$ cat src/rtl/uart_rx_fifo.sv
// uart_rx_fifo
// ---------------------------------------------------------------------------
// This is a byte FIFO that sits directly behind the UART receiver. Every
// single-cycle RX_DV strobe stores its RX_BYTE. The buffered bytes go to the
// consumer over a first-word fall-through valid/ready interface. When a byte
// arrives while the FIFO is full, the byte is dropped and a sticky OVERFLOW
// flag is set.
//
// Optional feature: define UART_RX_FIFO_DROP_CNT_EN to add DROP_CNT. DROP_CNT
// is a saturating count of dropped bytes. CLR_OVF and RST clear it.
//
// Parameters:
//   DEPTH   number of byte entries (power of two, >= 2)
//   ADDR_W  pointer width, log2(DEPTH)
//
// Ports:
//   SER_CLK    system clock (same domain as the UART receiver)
//   RST        synchronous active-high reset
//   RX_DV      one-cycle strobe qualifying RX_BYTE
//   RX_BYTE    received byte
//   OUT_VALID  FIFO non-empty
//   OUT_BYTE   head byte, 8'h00 while OUT_VALID=0
//   OUT_READY  consumer takes the head byte when OUT_VALID=1
//   COUNT      occupancy 0..DEPTH
//   FULL       COUNT==DEPTH
//   OVERFLOW   sticky drop indicator
//   CLR_OVF    clears OVERFLOW (and DROP_CNT when present)
//   DROP_CNT   saturating drop counter (UART_RX_FIFO_DROP_CNT_EN only)
// ---------------------------------------------------------------------------
module uart_rx_fifo #(
    parameter int DEPTH  = 16,
    parameter int ADDR_W = 4
) (
    input  logic              SER_CLK,
    input  logic              RST,
    input  logic              RX_DV,
    input  logic [7:0]        RX_BYTE,
    output logic              OUT_VALID,
    output logic [7:0]        OUT_BYTE,
    input  logic              OUT_READY,
    output logic [ADDR_W:0]   COUNT,
    output logic              FULL,
    output logic              OVERFLOW,
    input  logic              CLR_OVF
`ifdef UART_RX_FIFO_DROP_CNT_EN
    ,
    output logic [7:0]        DROP_CNT
`endif
);

    localparam logic [ADDR_W-1:0] PTR_ONE  = ADDR_W'(1);
    localparam logic [ADDR_W:0]   CNT_ONE  = (ADDR_W+1)'(1);
    localparam logic [ADDR_W:0]   CNT_FULL = (ADDR_W+1)'(DEPTH);

    logic [7:0]        mem_q [DEPTH];
    logic [ADDR_W-1:0] wr_ptr_q, wr_ptr_d;
    logic [ADDR_W-1:0] rd_ptr_q, rd_ptr_d;
    logic [ADDR_W:0]   count_q,  count_d;
    logic              ovf_q,    ovf_d;
    logic              wr_s, rd_s, drop_s, valid_s, full_s;

`ifdef UART_RX_FIFO_DROP_CNT_EN
    logic [7:0]        drop_cnt_q, drop_cnt_d;
`endif

    // Derive the status flags from the registered occupancy.
    always_comb begin
        valid_s = (count_q != {(ADDR_W+1){1'b0}});
        full_s  = (count_q == CNT_FULL);
    end

    // Qualify reads and writes, then compute the next pointers, count and flags.
    always_comb begin
        rd_s   = valid_s && OUT_READY;
        // When the FIFO is full, a write is accepted only if a read frees a slot in the same cycle.
        wr_s   = RX_DV && (!full_s || rd_s);
        drop_s = RX_DV && !wr_s;

        wr_ptr_d = wr_ptr_q;
        rd_ptr_d = rd_ptr_q;
        count_d  = count_q;
        ovf_d    = ovf_q;

        if (wr_s) begin
            wr_ptr_d = wr_ptr_q + PTR_ONE;
        end else begin
            wr_ptr_d = wr_ptr_q;
        end

        if (rd_s) begin
            rd_ptr_d = rd_ptr_q + PTR_ONE;
        end else begin
            rd_ptr_d = rd_ptr_q;
        end

        case ({wr_s, rd_s})
            2'b10:   count_d = count_q + CNT_ONE;
            2'b01:   count_d = count_q - CNT_ONE;
            default: count_d = count_q;
        endcase

        // A drop takes priority over a clear that arrives in the same cycle.
        if (drop_s) begin
            ovf_d = 1'b1;
        end else if (CLR_OVF) begin
            ovf_d = 1'b0;
        end else begin
            ovf_d = ovf_q;
        end
    end

`ifdef UART_RX_FIFO_DROP_CNT_EN
    // Compute the saturating drop count. A clear that coincides with a drop restarts the count at 1.
    always_comb begin
        drop_cnt_d = drop_cnt_q;
        if (CLR_OVF) begin
            drop_cnt_d = drop_s ? 8'h01 : 8'h00;
        end else if (drop_s && (drop_cnt_q != 8'hFF)) begin
            drop_cnt_d = drop_cnt_q + 8'h01;
        end else begin
            drop_cnt_d = drop_cnt_q;
        end
    end

    // Register the drop counter.
    always_ff @(posedge SER_CLK) begin
        if (RST) begin
            drop_cnt_q <= 8'h00;
        end else begin
            drop_cnt_q <= drop_cnt_d;
        end
    end

    assign DROP_CNT = drop_cnt_q;
`endif

    // Register the pointers, occupancy and sticky overflow.
    always_ff @(posedge SER_CLK) begin
        if (RST) begin
            wr_ptr_q <= {ADDR_W{1'b0}};
            rd_ptr_q <= {ADDR_W{1'b0}};
            count_q  <= {(ADDR_W+1){1'b0}};
            ovf_q    <= 1'b0;
        end else begin
            wr_ptr_q <= wr_ptr_d;
            rd_ptr_q <= rd_ptr_d;
            count_q  <= count_d;
            ovf_q    <= ovf_d;
        end
    end

    // Store the storage array. It has no reset, so writes are suppressed while RST is asserted.
    always_ff @(posedge SER_CLK) begin
        if (!RST && wr_s) begin
            mem_q[wr_ptr_q] <= RX_BYTE;
        end
    end

    // Drive the outputs. The head byte is forced to zero while the FIFO is empty.
    always_comb begin
        OUT_VALID = valid_s;
        FULL      = full_s;
        COUNT     = count_q;
        OVERFLOW  = ovf_q;
        if (valid_s) begin
            OUT_BYTE = mem_q[rd_ptr_q];
        end else begin
            OUT_BYTE = 8'h00;
        end
    end

endmodule
$ cat config.mk
export PLATFORM = sky130hd
export DESIGN_NAME = uart_rx_fifo
export DESIGN_NICKNAME = d
export VERILOG_FILES = /design/src/rtl/uart_rx_fifo.sv
export SDC_FILE = /design/constraint.sdc
export NUM_CORES = 1
export LEC_CHECK = 0
export CAP_MARGIN = 20
export CORE_MARGIN = 2
export CORE_UTILIZATION = 45
export CTS_CLUSTER_DIAMETER = 120
export DETAILED_ROUTE_END_ITERATION = 8
export GPL_TIMING_DRIVEN = 0
export PLACE_DENSITY_LB_ADDON = 0.15
export SLEW_MARGIN = 15
export SYNTH_ARGS = -nofsm -noshare
export SYNTH_HDL_FRONTEND = slang
export SYNTH_SLANG_ARGS = --single-unit
$ cat constraint.sdc
create_clock -name SER_CLK -period 2.5 [get_ports SER_CLK]
set_input_delay 0.75 -clock SER_CLK [delete_from_list [all_inputs] [get_ports SER_CLK]]
set_output_delay 0.75 -clock SER_CLK [all_outputs]
set_load 0.03 [all_outputs]
==> impl_results.md <==
* Synth Area in XOR/XNOR at 0.00878
* Yosys cell types at 45
* Post-Route WL at 12,500 um
* Largest family of logic cells by synthesized area: multiplexers
* Hold buffers post-CTS at 0
* Routed Antenna Nets at 0
* Filler cells at 1,047
* Register Area at 0.00421 mm^2
* Endpoint class of the critical path: output pin
* Drt pass-1 iters at 5
* Die Span Y at 119 um
* GRT overflow at 0
* Sequential-to-total area share from yosys stat at 0.702
* Clk root buf: clkbuf_16
* Post-synth top flop: edfxtp_1
* Share of cells above drive strength 1 at 0.372
* Total number of vias at 3,111
* Initial antenna violation count at 0
* Yosys warns at 0
* Die width at 119 um
* Worst EP required at 1.75 ns
* FFs w/ async S/R, synth at 0
* Worst-path clk slew at 0.05 ns
* Initial Utilization at 0.456
* Die area at 0.0142 mm^2
* Violations in the final reports: negative setup slack
* Compound-Gate Fraction of Synth Area at 0.0460
* Critical Path, Cell by Cell: buf_8 > buf_12 > mux4_2 > nor2b_4 > a211oi_4 > a211oi_2 > buf_4
* Largest net degree at the start of global routing at 17
* CP arrival at 2.21 ns
* Core outline area at 0.0131 mm^2
* Multiplexer share of the synthesized area at 0.141
* Startpoint types: flip-flop
* Drt wl/cell at 21.6 um
* HP Class: flip-flop to flip-flop
* VDD IR max at 641 uV
* Residual DRC count at 0
* Final worst slack at -0.461 ns
* Clk sinks at 146
* Max Slew Vio Count at 0
* Fmax at 338 MHz
* Max-slew headroom at 0.442
* Most frequent cells in the layout: 128 x edfxtp_1, 32 x mux4_2, 21 x buf_4, 21 x nor2_1, 17 x clkbuf_16
* ANT cells at 0
* CTS tree: built
* Slowest CP cell: mux4_2
* Syn Inst Count at 331
* Skew final at 0.00990 ns
* Max incr delay on CP at 0.52 ns
* DRT iter0 DRCs at 259
* TritonCTS Buffers at 17
* Fin crit share at 1.18
* Vias in the first global route at 3,139
* CTS H-Tree Depth at 4
* Least-Margin Pin Slew at 0.834 ns
* Static leakage at 0.00246 uW
* Max clock buf depth at 2
* Avg Cell Area, Syn at 18.1 um^2
* GRT Resource Usage Total at 0.187
* Number of synthesized flops with an enable pin at 128
* CP Class: flip-flop to output pin
* Post-DP Area at 0.00653 mm^2
* CP max FO at 6
* Crit path time final at 2.96 ns
* Cell area after synthesis at 0.00598 mm^2
* Synth Register Bits at 146
* Reg2reg setup slack at -0.01 ns
* Setup WS pre-CTS at -0.972 ns
* Routability cong. at 0.741
* Clk Latency, worst-skew pair at 0.42 ns
* Post-route cell area at 0.00749 mm^2
* IO buf count at 28
* # IOs at 29
* Max-cap viol count at 0
* Unrepaired setup endpoints after global routing: true
* Synth Area in Simple Gates at 0.0596
* Commonest non-fill, non-tap cell in the layout: edfxtp_1
* Adder-cell share of the synthesized area at 0.0201
* Status: complete, but fails checks
* Final Hold Violating Endpoints at 0
* Dpl hpwl at 8020 um
* Area Growth Syn to Fin at 25.2%
* Via density at 5.37
* Final setup viols at 10
* Global-route wire length before repair at 18,800 um
* Post-synth net total at 353
* Final nets at 412
* Area of the multi-input gates at 0.00187 mm^2
* PwrDens at 1050 mW/mm^2
* Rows at 42
## synthesized netlist by cell type (3+ instances only)
master	count	area, um^2
buf_2	8	40.0
edfxtp_1	128	3840
a21oi_1	3	15.0
dfxtp_1	18	360
mux4_2	32	721
a211oi_1	17	128
nand2_1	6	22.5
nor2_1	31	116
o211ai_1	3	22.5
ha_1	8	100
inv_1	7	26.3
nor2b_1	16	100
xor2_1	4	35.0
mux2i_1	11	110
## sequential cells by signal, summed over array words and instances, names as in the netlist, named ones only
| signal | cells |
|---|---|
| COUNT | 5 |
| OVERFLOW | 1 |
| mem_q | 128 |
| rd_ptr_q | 4 |
| wr_ptr_q | 4 |
## through the flow
step	instances	setup TNS (ns)	utilization	total power [uW]	hold WS, ns
after CTS	574	-3.80	0.562	7750	0.549
after global placement	535	-83.71	0.497	4870	0.520
after detailed placement	535	-84.68	0.497	4900	0.526
after floorplan	331	-0.0117	-	4220	0.485
after global routing	579	-4.11	0.570	8180	0.592
final	579	-3.31	0.570	7890	0.549
## power by group
group          internal (uW)  leakage, uW  switching (uW)
Combinational           1240     0.000873            1350
Clock                   1550     0.000281             920
Sequential              2740      0.00130            77.4
Total                   5540      0.00246            2350
## cell families after synthesis
logic type,count (synthesis)
DFF,146
and+or+nand+nor,68
muxes,44
AOI/OAI and AO/OA,34
buffers and inverters,24
adders and majority gates,9
xor gates and xnor gates,6
## layer usage
| metal | vias up | GRT usage | wire length (um) |
|---|---|---|---|
| li1 | 1434 | - | - |
| met1 | 1609 | 0.253 | 5320 |
| met2 | 60 | 0.293 | 6260 |
| met3 | 8 | 0.0450 | 792 |
| met4 | 0 | 0.0765 | 111 |
| met5 | - | 0 | 0 |
## final timing paths
check,end,startpoint,cells past startpoint
max,OUT_BYTE[2],flip-flop,7
min,flip-flop,rd_ptr_q[1],2
max reg2reg,COUNT[4],COUNT[0],9
min reg2reg,flip-flop,rd_ptr_q[1],2
## worst max-delay path, delay by kind of cell, from the launching register on
family | cells | cell delay [ns]
buffers and inverters | 3 | 0.45
AO/OA/AOI/OAI | 2 | 0.32
AND/OR/NAND/NOR | 1 | 0.15
flip-flops | 1 | 0.35
multiplexers | 1 | 0.52
## final cells by class
class | count | area share
plain buffers | 14 | 0.0237
flip-flops and latches | 146 | 0.563
repair buffers | 43 | 0.0541
well taps | 176 | 0.0294
clock buffers | 19 | 0.0578
clock inverters | 13 | 0.0190
multi-input cells | 161 | 0.250
inverters | 7 | 0.00351
## what timing repair did
action                                  in CTS  in global routing
cloned                                       1                  0
endpoints found under the hold margin        0                  0
endpoints found under the setup margin     108                 67
pin swaps                                   18                  8
resized for setup                          126                 24
setup buffers                                8                  7
Power figures use the tool's default switching activity.
